$ cat src/rtl/ctrl_sequencer.sv
// Fetch/decode/execute sequencer for the EV22G5 core: fetches 24-bit words over
// a req/ack handshake, strobes decoder and datapath, and resolves group-1 flow control.
module ctrl_sequencer #(
  parameter int unsigned ADDR_W    = 12,
  parameter int unsigned STK_DEPTH = 8
) (
  input  logic              clk,
  input  logic              rst_n,
  input  logic              run,
  output logic              pm_req,
  output logic [ADDR_W-1:0] pm_addr,
  input  logic              pm_ack,
  input  logic [23:0]       pm_data,
  output logic [23:0]       ir,
  output logic              mir_load,
  output logic              exec_en,
  input  logic              flag_z,
  input  logic              flag_cy,
  output logic [ADDR_W-1:0] pc,
  output logic              stk_err,
  output logic              busy
);

  localparam int unsigned IW       = 24;
  localparam int unsigned SP_IDX_W = $clog2(STK_DEPTH);
  localparam int unsigned SP_W     = SP_IDX_W + 1;

  localparam logic [7:0] OP_JMP = 8'd0;
  localparam logic [7:0] OP_JZE = 8'd1;
  localparam logic [7:0] OP_JNE = 8'd2;
  localparam logic [7:0] OP_JCY = 8'd3;
  localparam logic [7:0] OP_RET = 8'd4;
  localparam logic [7:0] OP_BSR = 8'd5;

  typedef enum logic [1:0] {S_IDLE, S_FETCH, S_DECODE, S_EXEC} state_e;

  state_e              state_q, state_d;
  logic [ADDR_W-1:0]   pc_q, pc_d;
  logic [IW-1:0]       ir_q, ir_d;
  logic [SP_W-1:0]     sp_q, sp_d;
  logic                stk_err_q, stk_err_d;
  logic                pm_req_q, pm_req_d;
  logic [ADDR_W-1:0]   pm_addr_q, pm_addr_d;
  logic                mir_load_q, mir_load_d;
  logic                exec_en_q, exec_en_d;
  logic                busy_q, busy_d;

  logic [ADDR_W-1:0]   stk_q [STK_DEPTH];
  logic                push_c;
  logic [ADDR_W-1:0]   push_data_c;
  logic [SP_IDX_W-1:0] top_idx_c;
  logic [ADDR_W-1:0]   pc_inc_c;
  logic [ADDR_W-1:0]   target_c;
  logic [7:0]          op_c;
  logic [3:0]          grp_c;

  assign pc_inc_c  = pc_q + ADDR_W'(1);
  assign target_c  = ir_q[ADDR_W-1:0];
  assign op_c      = ir_q[19:12];
  assign grp_c     = ir_q[23:20];
  assign top_idx_c = SP_IDX_W'(sp_q - SP_W'(1));

  // Next-state, PC resolution and registered-output precompute
  always_comb begin
    state_d     = state_q;
    pc_d        = pc_q;
    ir_d        = ir_q;
    sp_d        = sp_q;
    stk_err_d   = stk_err_q;
    push_c      = 1'b0;
    push_data_c = pc_inc_c;

    case (state_q)
      S_IDLE: begin
        if (run) state_d = S_FETCH;
      end
      S_FETCH: begin
        if (pm_ack && pm_req_q) begin
          ir_d    = pm_data;
          state_d = S_DECODE;
        end
      end
      S_DECODE: begin
        state_d = S_EXEC;
      end
      S_EXEC: begin
        state_d = run ? S_FETCH : S_IDLE;
        pc_d    = pc_inc_c;
        if (grp_c == 4'h1) begin
          case (op_c)
            OP_JMP: pc_d = target_c;
            OP_JZE: if (flag_z)  pc_d = target_c;
            OP_JNE: if (!flag_z) pc_d = target_c;
            OP_JCY: if (flag_cy) pc_d = target_c;
            OP_RET: begin
              if (sp_q != '0) begin
                pc_d = stk_q[top_idx_c];
                sp_d = sp_q - SP_W'(1);
              end else begin
                stk_err_d = 1'b1;
              end
            end
            OP_BSR: begin
              if (sp_q != SP_W'(STK_DEPTH)) begin
                push_c = 1'b1;
                pc_d   = target_c;
                sp_d   = sp_q + SP_W'(1);
              end else begin
                stk_err_d = 1'b1;
              end
            end
            default: pc_d = pc_inc_c;
          endcase
        end
      end
      default: state_d = S_IDLE;
    endcase

    pm_req_d   = (state_d == S_FETCH);
    pm_addr_d  = (state_d == S_FETCH) ? pc_d : pm_addr_q;
    mir_load_d = (state_d == S_DECODE);
    exec_en_d  = (state_d == S_EXEC);
    busy_d     = (state_d != S_IDLE);
  end

  always_ff @(posedge clk or negedge rst_n) begin
    if (!rst_n) begin
      state_q    <= S_IDLE;
      pc_q       <= '0;
      ir_q       <= '0;
      sp_q       <= '0;
      stk_err_q  <= 1'b0;
      pm_req_q   <= 1'b0;
      pm_addr_q  <= '0;
      mir_load_q <= 1'b0;
      exec_en_q  <= 1'b0;
      busy_q     <= 1'b0;
    end else begin
      state_q    <= state_d;
      pc_q       <= pc_d;
      ir_q       <= ir_d;
      sp_q       <= sp_d;
      stk_err_q  <= stk_err_d;
      pm_req_q   <= pm_req_d;
      pm_addr_q  <= pm_addr_d;
      mir_load_q <= mir_load_d;
      exec_en_q  <= exec_en_d;
      busy_q     <= busy_d;
    end
  end

  // Return stack storage; sp_q indexes the next free slot
  always_ff @(posedge clk or negedge rst_n) begin
    if (!rst_n) begin
      for (int unsigned i = 0; i < STK_DEPTH; i++) stk_q[i] <= '0;
    end else if (push_c) begin
      stk_q[sp_q[SP_IDX_W-1:0]] <= push_data_c;
    end
  end

  assign pm_req   = pm_req_q;
  assign pm_addr  = pm_addr_q;
  assign ir       = ir_q;
  assign mir_load = mir_load_q;
  assign exec_en  = exec_en_q;
  assign pc       = pc_q;
  assign stk_err  = stk_err_q;
  assign busy     = busy_q;

endmodule

$ cat config.mk
export PLATFORM = sky130hd
export DESIGN_NAME = ctrl_sequencer
export DESIGN_NICKNAME = d
export VERILOG_FILES = /design/src/rtl/ctrl_sequencer.sv
export SDC_FILE = /design/constraint.sdc
export NUM_CORES = 1
export LEC_CHECK = 0
export CAP_MARGIN = 40
export CORE_UTILIZATION = 45
export DETAILED_ROUTE_END_ITERATION = 7
export PLACE_DENSITY = 0.68
export SETUP_SLACK_MARGIN = 0.05
export SLEW_MARGIN = 10
export SYNTH_ARGS = -nofsm -noshare
export SYNTH_HDL_FRONTEND = slang
export SYNTH_SLANG_ARGS = --single-unit
$ cat constraint.sdc
create_clock -name clk -period 9.3 [get_ports clk]
set_clock_uncertainty 0.2 [all_clocks]
set_input_delay 1.86 -clock clk [delete_from_list [all_inputs] [get_ports clk]]
set_output_delay 1.86 -clock clk [all_outputs]
set_load 0.005 [all_outputs]
==> impl_metrics.ini <==
[timing]
fin_crit_sh_pct = 42.6
finalSetupTns_ns = 0
timing.hold.ws_ns = 0.278
worst_pin_slew_ns = 0.807
setup_viol = 0
setup_slack_ns = 5.34
timing.fmax_ghz = 0.252
final-hold-violation-count = 0
finalCriticalPeriod_ns = 3.96
rsz0062_at_grt = no
slew_headroom_pct = 45.8
drv_slew = 0

[critical_path]
critical_path_class = primary input to flip-flop
path_buf_inv = 1
timing.rr.end = stk_q[8]
critPathTopFamily = compound AO/OA/AOI/OAI gates
cpPeakStageDelay_ns = 0.55
reg2reg_from = ir[21]
start_kind = primary input
arrival_ns = 4.05
reg2reg_slack_ns = 6.11
crit_path_cell_trace = clkdlybuf4s50_1, mux2_2, a32oi_1, o21ai_0, a222oi_1, a31oi_1
worst-path-max-fanout = 4
reg2reg_depth = 6
cp.depth = 6
cpMaxStageDelayCell = clkdlybuf4s50_1
cp.required_ns = 9.39
cp-end-kind = flip-flop

[grt]
overflow = 0
grt_max_degree = 76
grt_pass1_wl_um = 30900
grt_antenna_before_repair = 0
grt_pass1_vias = 5777
grt_use_total_pct = 24.9

[synth]
syn_inst = 685
dominantRegCellSynth = dfrtp_1
synth-edff-count = 0
seq_area_frac_synth_pct = 53.6
synthDistinctLibCells = 60
netlist_area_mm2 = 0.00724
syn_nets = 719
synth.avg_cell_area_um2 = 10.6
ys_ff_latch = 155
async_flop_share_pct = 100
yosysWarnings = 0

[cells_and_area]
final_area_mm2 = 0.00898
antenna-diode-count = 0
seq_area_mm2 = 0.00388
fin_nets = 793
layout_common_cells = dfrtp_1, nand2_1, o21ai_0
multi_input_area_mm2 = 0.00317
fill_cells = 1262
final_common_cell = dfrtp_1
area_growth_pct = 24.1
drive_gt1_share_pct = 14.4

[die]
fp.dieArea_mm2 = 0.0166
io_pins = 83
die_x_um = 129
core_mm2 = 0.0154
die_h_um = 129
start_util_pct = 46.9
core.rowCount = 45

[pwr]
swShare_pct = 33.4
p_int_mw = 1.63
powerDensity_mw_per_mm2 = 273
seqPwrFrac_pct = 37.9
clkPwrFrac_pct = 29.6
switchingPower_mw = 0.818
ir_drop_mv = 0.171
power.leakage_nw = 3.83
p_comb_share_pct = 32.6

[clock_tree]
cts_tree = built
cts_made_buffers = 17
htree_levels = 4
clk_latency_ns = 0.43
ctsRootBufferMaster = clkbuf_16
ctsHoldBuffers = 0
cts.sinks = 155
cts_buffer_depth = 2
clk_pin_slew_ns = 0.06
post_cts_resized = 0
post-cts-setup-buffers = 0

[drt]
vias = 5640
drtAntennaViolNets = 0
wire_per_inst_um = 19.3
drc = 0
via_per_inst = 5.74
drtPass1Iterations = 5
drt_iter0_markers = 463
totalWireLength_um = 19000

[placement]
numPortBuffers = 82
gp_congestion = 0.856
post-place-ws_ns = 4.97
place_area_mm2 = 0.00837
dp_hpwl_um = 13500

[outcome]
status = completed

[min_path]
hold_depth = 2
whs_endpoint = stk_q[2]
hp-class = flip-flop to flip-flop
hold_start = stk_q[2]

[run]
drv_cap = 0
-- power by group through the flow --
stage                     registers [mW]  clock network [mW]  logic [mW]
after floorplan                    0.891                   0       0.434
after global placement             0.934                   0       0.758
after detailed placement           0.937                   0       0.790
after CTS                          0.927               0.736       0.798
after global routing               0.946               0.763       0.867
final                              0.929               0.725       0.798
-- cell families (layout without fill, tap and decap cells) --
logic type,Yosys count,after routing,share of synthesized area [%]
flip-flops,155,155,53.6
AO/OA/AOI/OAI,165,165,13.8
multiplexers,60,60,12.2
buffers and inverters,51,137,2.75
XOR/XNOR,16,16,1.94
AND/OR/NAND/NOR,234,234,15.0
adder cells (fa/ha/maj),4,4,0.692
-- layer usage --
| metal | vias to the layer above | GRT usage [%] | part of all wire (%) |
|---|---|---|---|
| met2 | 223 | 39.9 | 50 |
| met4 | 0 | 9.55 | 2.2 |
| met5 | - | 0 | 0 |
| met3 | 32 | 5.36 | 6.1 |
| li1 | 2606 | - | - |
| met1 | 2779 | 33.2 | 42 |
-- final cells by class --
type,count,area share (%)
Timing Repair Buffer,99,11.5
Sequential cell,155,43.2
Clock buffer,24,5.25
Tap cell,211,2.94
Inverter,7,0.293
Clock inverter,7,1.55
Multi-Input combinational cell,479,35.3
-- metrics by stage --
stage	util, %	cells	power (mW)
6_report	58.2	982	2.45
5_1_grt	58.2	982	2.58
4_1_cts	58.2	982	2.46
3_5_place_dp	54.2	951	1.73
3_3_place_gp	53.1	939	1.69
2_1_floorplan	-	685	1.32
-- cell usage after synthesis, types with 2 or more instances --
cell | count | area, um^2
a211oi_1 | 3 | 22.5
a21o_1 | 2 | 15.0
a21oi_1 | 11 | 55.1
a221oi_1 | 2 | 17.5
a31oi_1 | 6 | 37.5
a32o_1 | 2 | 20.0
a32oi_1 | 4 | 35.0
a41oi_1 | 2 | 17.5
and2_1 | 3 | 18.8
and3_1 | 4 | 25.0
and3b_1 | 2 | 17.5
buf_1 | 2 | 7.51
buf_2 | 6 | 30.0
clkbuf_1 | 36 | 135
dfrtp_1 | 155 | 3880
ha_1 | 4 | 50.1
inv_1 | 7 | 26.3
mux2_2 | 38 | 428
mux2i_1 | 3 | 30.0
mux4_2 | 19 | 428
nand2_1 | 135 | 507
nand2b_1 | 5 | 31.3
nand3_1 | 22 | 110
nand4_1 | 11 | 68.8
nor2_1 | 24 | 90.1
nor2b_1 | 4 | 25.0
nor3_1 | 3 | 15.0
nor3b_1 | 2 | 15.0
nor4_1 | 4 | 25.0
o2111ai_1 | 5 | 43.8
o211a_1 | 3 | 30.0
o211ai_1 | 5 | 37.5
o21a_1 | 3 | 22.5
o21ai_0 | 102 | 510
o21bai_1 | 3 | 22.5
o22ai_1 | 2 | 12.5
o31a_1 | 2 | 17.5
o31ai_1 | 2 | 15.0
or2_2 | 2 | 12.5
xnor2_1 | 11 | 96.3
xor2_1 | 5 | 43.8
-- how the worst max path moves through the flow --
stage | to | startpoint | slack [ns]
6_report | pm_addr[2] | flag_z | 5.34
3_5_place_dp | pm_addr[2] | flag_z | 4.97
5_1_grt | pm_addr[8] | pm_ack | 5.23
2_1_floorplan | pm_addr[2] | flag_z | 5.87
3_3_place_gp | pm_addr[11] | pm_ack | 4.70
4_1_cts | pm_addr[2] | flag_z | 5.39
-- worst min-delay path, delay by kind of cell, from the launching register on --
kind / cells / cell delay [ns]
compound gates: 1 / 0.06
flops: 1 / 0.34
simple gates: 1 / 0.05
-- sequential cells by signal (all words and copies together) (netlist names), 2 cells and up --
| name | count |
|---|---|
| stk_q | 96 |
| ir | 24 |
| state_q | 2 |
| pc | 12 |
| sp_q | 4 |
| pm_addr | 12 |
No activity file was read; power rests on OpenSTA's default activity.
